### src/rtl/fc_bias_relu.sv
// Fully-connected layer output stage: per-neuron bias add from ROM, ReLU and 16-bit
// saturation, behind a two-stage valid/ready pipeline with frame index tracking.
module fc_bias_relu #(
  parameter int unsigned NUM_NEURONS = 30,
  parameter int unsigned ACC_W       = 32,
  parameter int unsigned BIAS_SHIFT  = 0,
  parameter int unsigned OUT_SHIFT   = 0,
  parameter bit          RELU_EN     = 1'b1
) (
  input  logic             clk,
  input  logic             rst_n,
  input  logic             clr,
  input  logic             in_valid,
  output logic             in_ready,
  input  logic [ACC_W-1:0] in_acc,
  input  logic             in_last,
  output logic             rom_ce,
  output logic             rom_oce,
  output logic             rom_reset,
  output logic [4:0]       rom_ad,
  input  logic [15:0]      rom_dout,
  output logic             out_valid,
  input  logic             out_ready,
  output logic [15:0]      out_data,
  output logic [4:0]       out_idx,
  output logic             out_last,
  output logic             frame_err
);

  localparam int unsigned SumW = ACC_W + 1 + BIAS_SHIFT;
  localparam logic [4:0] LastIdx = 5'(NUM_NEURONS - 1);
  localparam logic signed [SumW-1:0] SatMax = SumW'(32767);
  localparam logic signed [SumW-1:0] SatMin = -(SumW'(32768));

  logic [4:0]       idx_q, idx_d;
  logic             ferr_d;
  logic             v1_q;
  logic [ACC_W-1:0] acc1_q;
  logic [4:0]       idx1_q;
  logic             adv1, adv2, accept, at_last;

  logic signed [SumW-1:0] sum, sh;
  logic [15:0]            act;

  assign adv2      = ~out_valid | out_ready;
  assign adv1      = v1_q & adv2;
  assign in_ready  = ~v1_q | adv2;
  assign accept    = in_valid & in_ready & ~clr;
  // ROM is only read on accept so its output holds steady while S1 is stalled.
  assign rom_ce    = accept;
  assign rom_oce   = rom_ce;
  assign rom_reset = 1'b0;
  assign rom_ad    = idx_q;
  assign at_last   = (idx_q == LastIdx);

  // A framing mismatch in either direction resynchronises the index to 0.
  always_comb begin
    idx_d  = idx_q;
    ferr_d = 1'b0;
    if (accept) begin
      if (in_last != at_last) begin
        ferr_d = 1'b1;
        idx_d  = '0;
      end else if (at_last) begin
        idx_d = '0;
      end else begin
        idx_d = idx_q + 5'd1;
      end
    end
  end

  always_comb begin
    sum = $signed({{(SumW-ACC_W){acc1_q[ACC_W-1]}}, acc1_q})
        + ($signed({{(SumW-16){rom_dout[15]}}, rom_dout}) <<< BIAS_SHIFT);
    sh  = sum >>> OUT_SHIFT;
    act = sh[15:0];
    if (RELU_EN && sh[SumW-1]) begin
      act = '0;
    end else if (sh > SatMax) begin
      act = 16'h7fff;
    end else if (sh < SatMin) begin
      act = 16'h8000;
    end
  end

  always_ff @(posedge clk or negedge rst_n) begin
    if (!rst_n) begin
      idx_q     <= '0;
      frame_err <= 1'b0;
    end else if (clr) begin
      idx_q     <= '0;
      frame_err <= 1'b0;
    end else begin
      idx_q     <= idx_d;
      frame_err <= ferr_d;
    end
  end

  always_ff @(posedge clk or negedge rst_n) begin
    if (!rst_n) begin
      v1_q   <= 1'b0;
      acc1_q <= '0;
      idx1_q <= '0;
    end else if (clr) begin
      v1_q <= 1'b0;
    end else if (accept) begin
      v1_q   <= 1'b1;
      acc1_q <= in_acc;
      idx1_q <= idx_q;
    end else if (adv1) begin
      v1_q <= 1'b0;
    end
  end

  always_ff @(posedge clk or negedge rst_n) begin
    if (!rst_n) begin
      out_valid <= 1'b0;
      out_data  <= '0;
      out_idx   <= '0;
      out_last  <= 1'b0;
    end else if (clr) begin
      out_valid <= 1'b0;
    end else if (adv1) begin
      out_valid <= 1'b1;
      out_data  <= act;
      out_idx   <= idx1_q;
      out_last  <= (idx1_q == LastIdx);
    end else if (adv2) begin
      out_valid <= 1'b0;
    end
  end

endmodule

### config.mk
export PLATFORM = sky130hd
export DESIGN_NAME = fc_bias_relu
export DESIGN_NICKNAME = d
export VERILOG_FILES = /design/src/rtl/fc_bias_relu.sv
export SDC_FILE = /design/constraint.sdc
export NUM_CORES = 1
export LEC_CHECK = 0
export BUFFER_PORTS_ARGS = -buffer_cell sky130_fd_sc_hd__buf_2
export CAP_MARGIN = 0
export CORE_ASPECT_RATIO = 1.2
export CORE_UTILIZATION = 57
export CTS_BUF_LIST = sky130_fd_sc_hd__clkbuf_4 sky130_fd_sc_hd__clkbuf_8 sky130_fd_sc_hd__clkbuf_16
export CTS_CLUSTER_DIAMETER = 150
export DETAILED_ROUTE_END_ITERATION = 6
export PLACE_DENSITY = 0.92
export SKIP_CTS_REPAIR_TIMING = 1
export SYNTH_ARGS = -nofsm -noshare
export SYNTH_HDL_FRONTEND = slang
export SYNTH_SLANG_ARGS = --single-unit
export TNS_END_PERCENT = 50
### constraint.sdc
create_clock -name clk -period 4.1 [get_ports clk]
set_input_delay 0.205 -clock clk [delete_from_list [all_inputs] [get_ports clk]]
set_output_delay 0.205 -clock clk [all_outputs]
set_load 0.01 [all_outputs]
-- Word level (Yosys, flattened, before mapping)
Cells that the tools add are included.
- bits in registers: 67
- logic and storage cells: 45
- reductions and logical operators: 5
- equality and inequality tests: 3
- bitwise gates (word level): 8
- $lt $le $gt $ge: 2
- muxes and demuxes: 16
- add/sub/neg operators: 2
- operators with widths (cell ; number):
    2-to-1 mux 16 bit ; 3
    adder 32 x 16 -> 33 bit ; 1
    > comparator 33 x 16 -> 1 bit, second input constant ; 1
    less-than comparator 33 x 16 -> 1 bit, second input constant ; 1
    2-to-1 mux 5 bit ; 4
    == test 5 bit, second input constant ; 2
    2-to-1 mux 1 bit ; 9
    nonzero test 3 bit ; 2
    adder 5 x 1 -> 5 bit, second input constant ; 1
    AND reduction 2 bit ; 2
    AND 1 bit ; 3
    NOT 1 bit ; 3
    OR 1 bit ; 2
    nonzero test 2 bit ; 1
    inequality test 1 bit ; 1

-- Depth between registers and ports, before layout
- depth in word-level cells: 7
- mapped depth: 13
- gate-level depth less buffers: 12

-- Worst setup path after synthesis
OpenSTA, ideal clock, no wires.
- path type: reg2reg
- start: register acc1_q[0]
- end: register out_data[14]
- data arrival time: 2.981 ns
- clock period less this slack: 3.124 ns
- buffers on the path: 1
- required time: 3.958 ns
- cell stages (with the launch flop): 14
- setup slack: 0.976 ns
- cell sequence: dfrtp_1 > ha_1 > inv_1 > fa_1 > nand2b_1 > a21oi_2 > o21ai_2 > o21ai_1 > nor4b_1 > o2111ai_1 > or4_4 > a2111oi_4 > buf_6 > a32oi_1
- cells in the longest elaborated chain, start to end: 5
- elaborated cells between the ends (all ways): 6
- RTL lines (item ; RTL line ; text):
    start: declaration ; 38 ; logic [ACC_W-1:0] acc1_q;
    start signal: assignment ; 108 ; acc1_q <= in_acc;
    adder 32 x 16 -> 33 bit (*) ; 74 ; + ($signed({{(SumW-16){rom_dout[15]}}, rom_dout}) <<< BIAS_SHIFT);
    less-than comparator 33 x 16 -> 1 bit ; 81 ; end else if (sh < SatMin) begin
    2-to-1 mux 16 bit ; 81 ;
    2-to-1 mux 16 bit ; 79 ; end else if (sh > SatMax) begin
    2-to-1 mux 16 bit (*) ; 77 ; if (RELU_EN && sh[SumW-1]) begin
    end signal: assignment ; 125 ; out_data <= act;
    end: declaration ; 24 ; output logic [15:0] out_data,
Mark *: on every way between the ends. The rest lies on a longest branch, timed or not.
A chain may end at the register's enable or synchronous reset.

-- Worst setup path in the final report
- start: register acc1_q[4]
- end: register out_data[6]
The elaborated chain is that of the path after synthesis.

==> report_table.html <==
<table>
<tr><th>Metric</th><th>Value</th></tr>
<tr><th colspan="2">Status</th></tr>
<tr><td>Status</td><td>complete, no violations</td></tr>
<tr><th colspan="2">Route</th></tr>
<tr><td>Drt initial violations</td><td>325</td></tr>
<tr><td>Number of detailed-routing iterations run before antenna repair</td><td>7</td></tr>
<tr><td>Vias per inst</td><td>6.06</td></tr>
<tr><td>Antenna Violating Nets Remaining</td><td>0</td></tr>
<tr><td>Number of design rule violations left after detail routing</td><td>0</td></tr>
<tr><td>Total vias in the final route</td><td>4523</td></tr>
<tr><td>Wire length after detailed routing</td><td>12700 um</td></tr>
<tr><td>Post-detailed-route wirelength per cell</td><td>17.0 um</td></tr>
<tr><th colspan="2">Global route</th></tr>
<tr><td>Largest net degree at the start of global routing</td><td>43</td></tr>
<tr><td>Overflow left after global routing</td><td>0</td></tr>
<tr><td>Vias in the first global route</td><td>4280</td></tr>
<tr><td>Antenna violations before repair</td><td>0</td></tr>
<tr><td>Top Usage Layer GRT</td><td>met2</td></tr>
<tr><td>Grt met2 use</td><td>52.0%</td></tr>
<tr><td>Met3 usage in global routing</td><td>4.73%</td></tr>
<tr><td>All-Layer GR Usage</td><td>30.1%</td></tr>
<tr><td>Met1 Track Usage GR</td><td>37.9%</td></tr>
<tr><td>First-pass GRT wire length</td><td>20200 um</td></tr>
<tr><th colspan="2">Critical path</th></tr>
<tr><td>CP max-delay cell</td><td>sky130_fd_sc_hd__or4_4</td></tr>
<tr><td>Kind of start point of the critical path</td><td>register</td></tr>
<tr><td>Cell breakdown of the critical path</td><td>ha_1, o211ai_1, o21ai_1, o21ai_0, o31ai_1, xnor2_1, nand2_1, or4_4, a2111oi_4, buf_4, a32oi_1</td></tr>
<tr><td>Critical path class</td><td>register to register</td></tr>
<tr><td>Required time reported for the critical path endpoint</td><td>4.30 ns</td></tr>
<tr><td>Endpoint arrival time on the critical path</td><td>3.78 ns</td></tr>
<tr><td>Critical path endpoint category</td><td>register</td></tr>
<tr><td>Top fanout value on the critical path</td><td>15</td></tr>
<tr><td>Max incr delay on CP</td><td>0.50 ns</td></tr>
<tr><th colspan="2">STA</th></tr>
<tr><td>Worst Max-Slew Pin Slew</td><td>0.778 ns</td></tr>
<tr><td>Fin. Hold Viols</td><td>0</td></tr>
<tr><td>Total negative setup slack</td><td>0 ns</td></tr>
<tr><td>Min setup slack post-route</td><td>0.526 ns</td></tr>
<tr><td>Number of setup violations in the final report</td><td>0</td></tr>
<tr><td>Max_slew headroom</td><td>48.1%</td></tr>
<tr><td>Post-route clock skew</td><td>0.00983 ns</td></tr>
<tr><td>Max Clock Freq</td><td>0.280 GHz</td></tr>
<tr><td>Final-report max-slew violation count</td><td>0</td></tr>
<tr><td>Post-route clock period utilization</td><td>87.2%</td></tr>
<tr><td>Setup repair after global routing missed its margin</td><td>no</td></tr>
<tr><td>Final critical delay including setup and external delays</td><td>3.57 ns</td></tr>
<tr><th colspan="2">Cells and area</th></tr>
<tr><td>Inserted Diodes</td><td>0</td></tr>
<tr><td>Final std cells w/o fill</td><td>746</td></tr>
<tr><td>Fraction of layout cells with a size suffix above 1</td><td>20.1%</td></tr>
<tr><td>Post-route cell area</td><td>5410 um2</td></tr>
<tr><td>Synthesis-to-finish area growth</td><td>14.3%</td></tr>
<tr><td>FILL cells</td><td>650</td></tr>
<tr><td>Final #Nets</td><td>735</td></tr>
<tr><td>Final core utilization</td><td>67.1%</td></tr>
<tr><th colspan="2">Clock network</th></tr>
<tr><td>Clock slew seen by the registers of the worst setup and hold paths</td><td>0.08 ns</td></tr>
<tr><td>Clock Sink Count</td><td>67</td></tr>
<tr><td>H-Tree Depth</td><td>3</td></tr>
<tr><td>TritonCTS buffer count</td><td>9</td></tr>
<tr><td>CTS tree</td><td>done</td></tr>
<tr><td>Maximum root-to-sink buffer count</td><td>2</td></tr>
<tr><td>Later-pin clock latency in the skew report</td><td>0.36 ns</td></tr>
<tr><td>Clock root cell</td><td>sky130_fd_sc_hd__clkbuf_8</td></tr>
<tr><th colspan="2">Synthesis</th></tr>
<tr><td>Register area share after synthesis</td><td>35.4%</td></tr>
<tr><td>Most used standard cell by instance count after synthesis</td><td>sky130_fd_sc_hd__nand2_1</td></tr>
<tr><td>Commonest cells in the netlist</td><td>sky130_fd_sc_hd__nand2_1, sky130_fd_sc_hd__dfrtp_1, sky130_fd_sc_hd__a21oi_1</td></tr>
<tr><td>Share of synthesized flip-flops with an asynchronous set or reset</td><td>100%</td></tr>
<tr><td>Cell Area, Synth</td><td>4730 um2</td></tr>
<tr><td>Avg Synthesized Cell Area</td><td>8.23 um2</td></tr>
<tr><td>Area share of the largest cell type after synthesis</td><td>35.4%</td></tr>
<tr><td>Count of warnings emitted by yosys</td><td>0</td></tr>
<tr><td>Post-synthesis sequential element count</td><td>67</td></tr>
<tr><td>Main synth FF type</td><td>sky130_fd_sc_hd__dfrtp_1</td></tr>
<tr><td>Count of flip-flops with a built-in enable after synthesis</td><td>0</td></tr>
<tr><td>Number of library cell types mapped by synthesis</td><td>63</td></tr>
<tr><td>Top cells by area, synth</td><td>sky130_fd_sc_hd__dfrtp_1, sky130_fd_sc_hd__nand2_1, sky130_fd_sc_hd__ha_1, sky130_fd_sc_hd__a21oi_1, sky130_fd_sc_hd__xnor2_1</td></tr>
<tr><td>Yosys top cell by area</td><td>sky130_fd_sc_hd__dfrtp_1</td></tr>
<tr><td>Mapped Cells</td><td>575</td></tr>
<tr><td>Number of nets produced by synthesis</td><td>664</td></tr>
<tr><th colspan="2">Power and ir drop</th></tr>
<tr><td>Power per cell area</td><td>434 nW/um2</td></tr>
<tr><td>Peak supply drop</td><td>351 uV</td></tr>
<tr><td>Static leakage power</td><td>2.66 nW</td></tr>
<tr><th colspan="2">Die</th></tr>
<tr><td>Overall die width</td><td>85.2 um</td></tr>
<tr><td>Std-Cell Rows</td><td>36</td></tr>
<tr><td>Placeable Area</td><td>8060 um2</td></tr>
<tr><td>Die Area</td><td>8670 um2</td></tr>
<tr><td>I/O pin total</td><td>87</td></tr>
<tr><td>Height of the die</td><td>102 um</td></tr>
<tr><td>Starting density of the core</td><td>58.7%</td></tr>
<tr><th colspan="2">Worst hold path</th></tr>
<tr><td>Path category of the worst min-delay check</td><td>input pin to register</td></tr>
<tr><th colspan="2">Placement</th></tr>
<tr><td>DP Area</td><td>5150 um2</td></tr>
<tr><td>GP Congestion</td><td>0.916</td></tr>
<tr><td>Post-DP HPWL</td><td>9250 um</td></tr>
<tr><td>IO Port Bufs</td><td>85</td></tr>
<tr><td>Pre-CTS WS</td><td>0.669 ns</td></tr>
<tr><td>Placed cell count</td><td>729</td></tr>
<tr><th colspan="2">Run</th></tr>
<tr><td># Max-Cap Violations</td><td>0</td></tr>
</table>
power breakdown:
part | switching, mW | internal (mW) | total [mW]
clock | 0.261 | 0.400 | 0.662
combinational | 0.538 | 0.337 | 0.875
sequential | 0.0657 | 0.747 | 0.812
sequential cells by signal, indices dropped and copies added (netlist names):
register and count:
out_idx 5, frame_err 1, rom_ad 5, idx1_q 5, out_last 1, out_data 16, v1_q 1, out_valid 1
acc1_q 32
final timing paths:
kind | from | endpoint | slack (ns) | cells after the start
worst max-delay path | acc1_q[4] | out_data[6] | 0.53 | 11
worst min-delay path | in_acc[15] | acc1_q[15] | 0.03 | 3
worst max register to register | acc1_q[4] | out_data[6] | 0.53 | 11
worst min register to register | idx1_q[1] | out_last | 0.49 | 1
max in group asynchronous | rst_n | out_idx[4] | 2.72 | 3
min in group asynchronous | rst_n | acc1_q[16] | 0.40 | 2
routing by layer:
layer | share of wire [%] | wire, um
met5 | 0 | 0
met4 | 2.9 | 366
met3 | 5.6 | 717
met2 | 49 | 6260
met1 | 42 | 5370
worst max-delay path, delay by kind of cell (launching register included):
kind,cells,cell delay [ns]
AND/OR/NAND/NOR,2,0.58
adder cells (fa/ha/maj),1,0.37
XOR/XNOR,1,0.19
buffers and inverters,1,0.26
AO/OA/AOI/OAI,6,1.63
flip-flops,1,0.38
cell usage in the layout, fill, tap and decap left out, types with 5 or more instances in the layout:
cell | Yosys | routed
sky130_fd_sc_hd__nor3_1 | 8 | 8
sky130_fd_sc_hd__nand4_1 | 10 | 10
sky130_fd_sc_hd__nor2_1 | 29 | 29
sky130_fd_sc_hd__nand3_1 | 5 | 5
sky130_fd_sc_hd__dfrtp_1 | 67 | 67
sky130_fd_sc_hd__nand2_1 | 155 | 155
sky130_fd_sc_hd__xor2_1 | 5 | 5
sky130_fd_sc_hd__xnor2_1 | 17 | 17
sky130_fd_sc_hd__mux2_2 | 5 | 5
sky130_fd_sc_hd__inv_1 | 15 | 15
sky130_fd_sc_hd__a31oi_1 | 8 | 8
sky130_fd_sc_hd__o21ai_0 | 27 | 27
sky130_fd_sc_hd__ha_1 | 34 | 34
sky130_fd_sc_hd__a21oi_2 | 6 | 6
sky130_fd_sc_hd__a21o_1 | 8 | 8
sky130_fd_sc_hd__a32oi_1 | 14 | 14
sky130_fd_sc_hd__clkbuf_8 | 0 | 12
sky130_fd_sc_hd__o211ai_1 | 7 | 7
sky130_fd_sc_hd__a21oi_1 | 54 | 54
sky130_fd_sc_hd__buf_2 | 4 | 85
sky130_fd_sc_hd__a211oi_1 | 5 | 5
area by class of cell:
type	instances	area, um2	area share, %
tap	95	119	2.20
multi-input combinational	463	2850	52.7
clock buffer	13	173	3.19
sequential	67	1680	31.0
inverter	15	56.3	1.04
timing repair buffer	90	465	8.61
clock inverter	3	68.8	1.27
stage by stage:
step / hold WS, ns / total power, mW
2_1_floorplan: -0.0906 / 1.43
3_3_place_gp: 0.249 / 1.65
3_5_place_dp: 0.271 / 1.67
4_1_cts: -0.117 / 2.33
5_1_grt: 0.0356 / 2.48
6_report: 0.0277 / 2.35
kinds of logic after synthesis:
group | Yosys count | synth area share [%]
simple gates | 230 | 20.8
compound gates | 168 | 24.2
flops | 67 | 35.4
buf+inv | 45 | 4.34
fa+ha+maj | 35 | 9.42
xor+xnor | 22 | 4.07
mux | 7 | 1.61
other cells | 1 | 0.0793
Power figures use the tool's default switching activity.
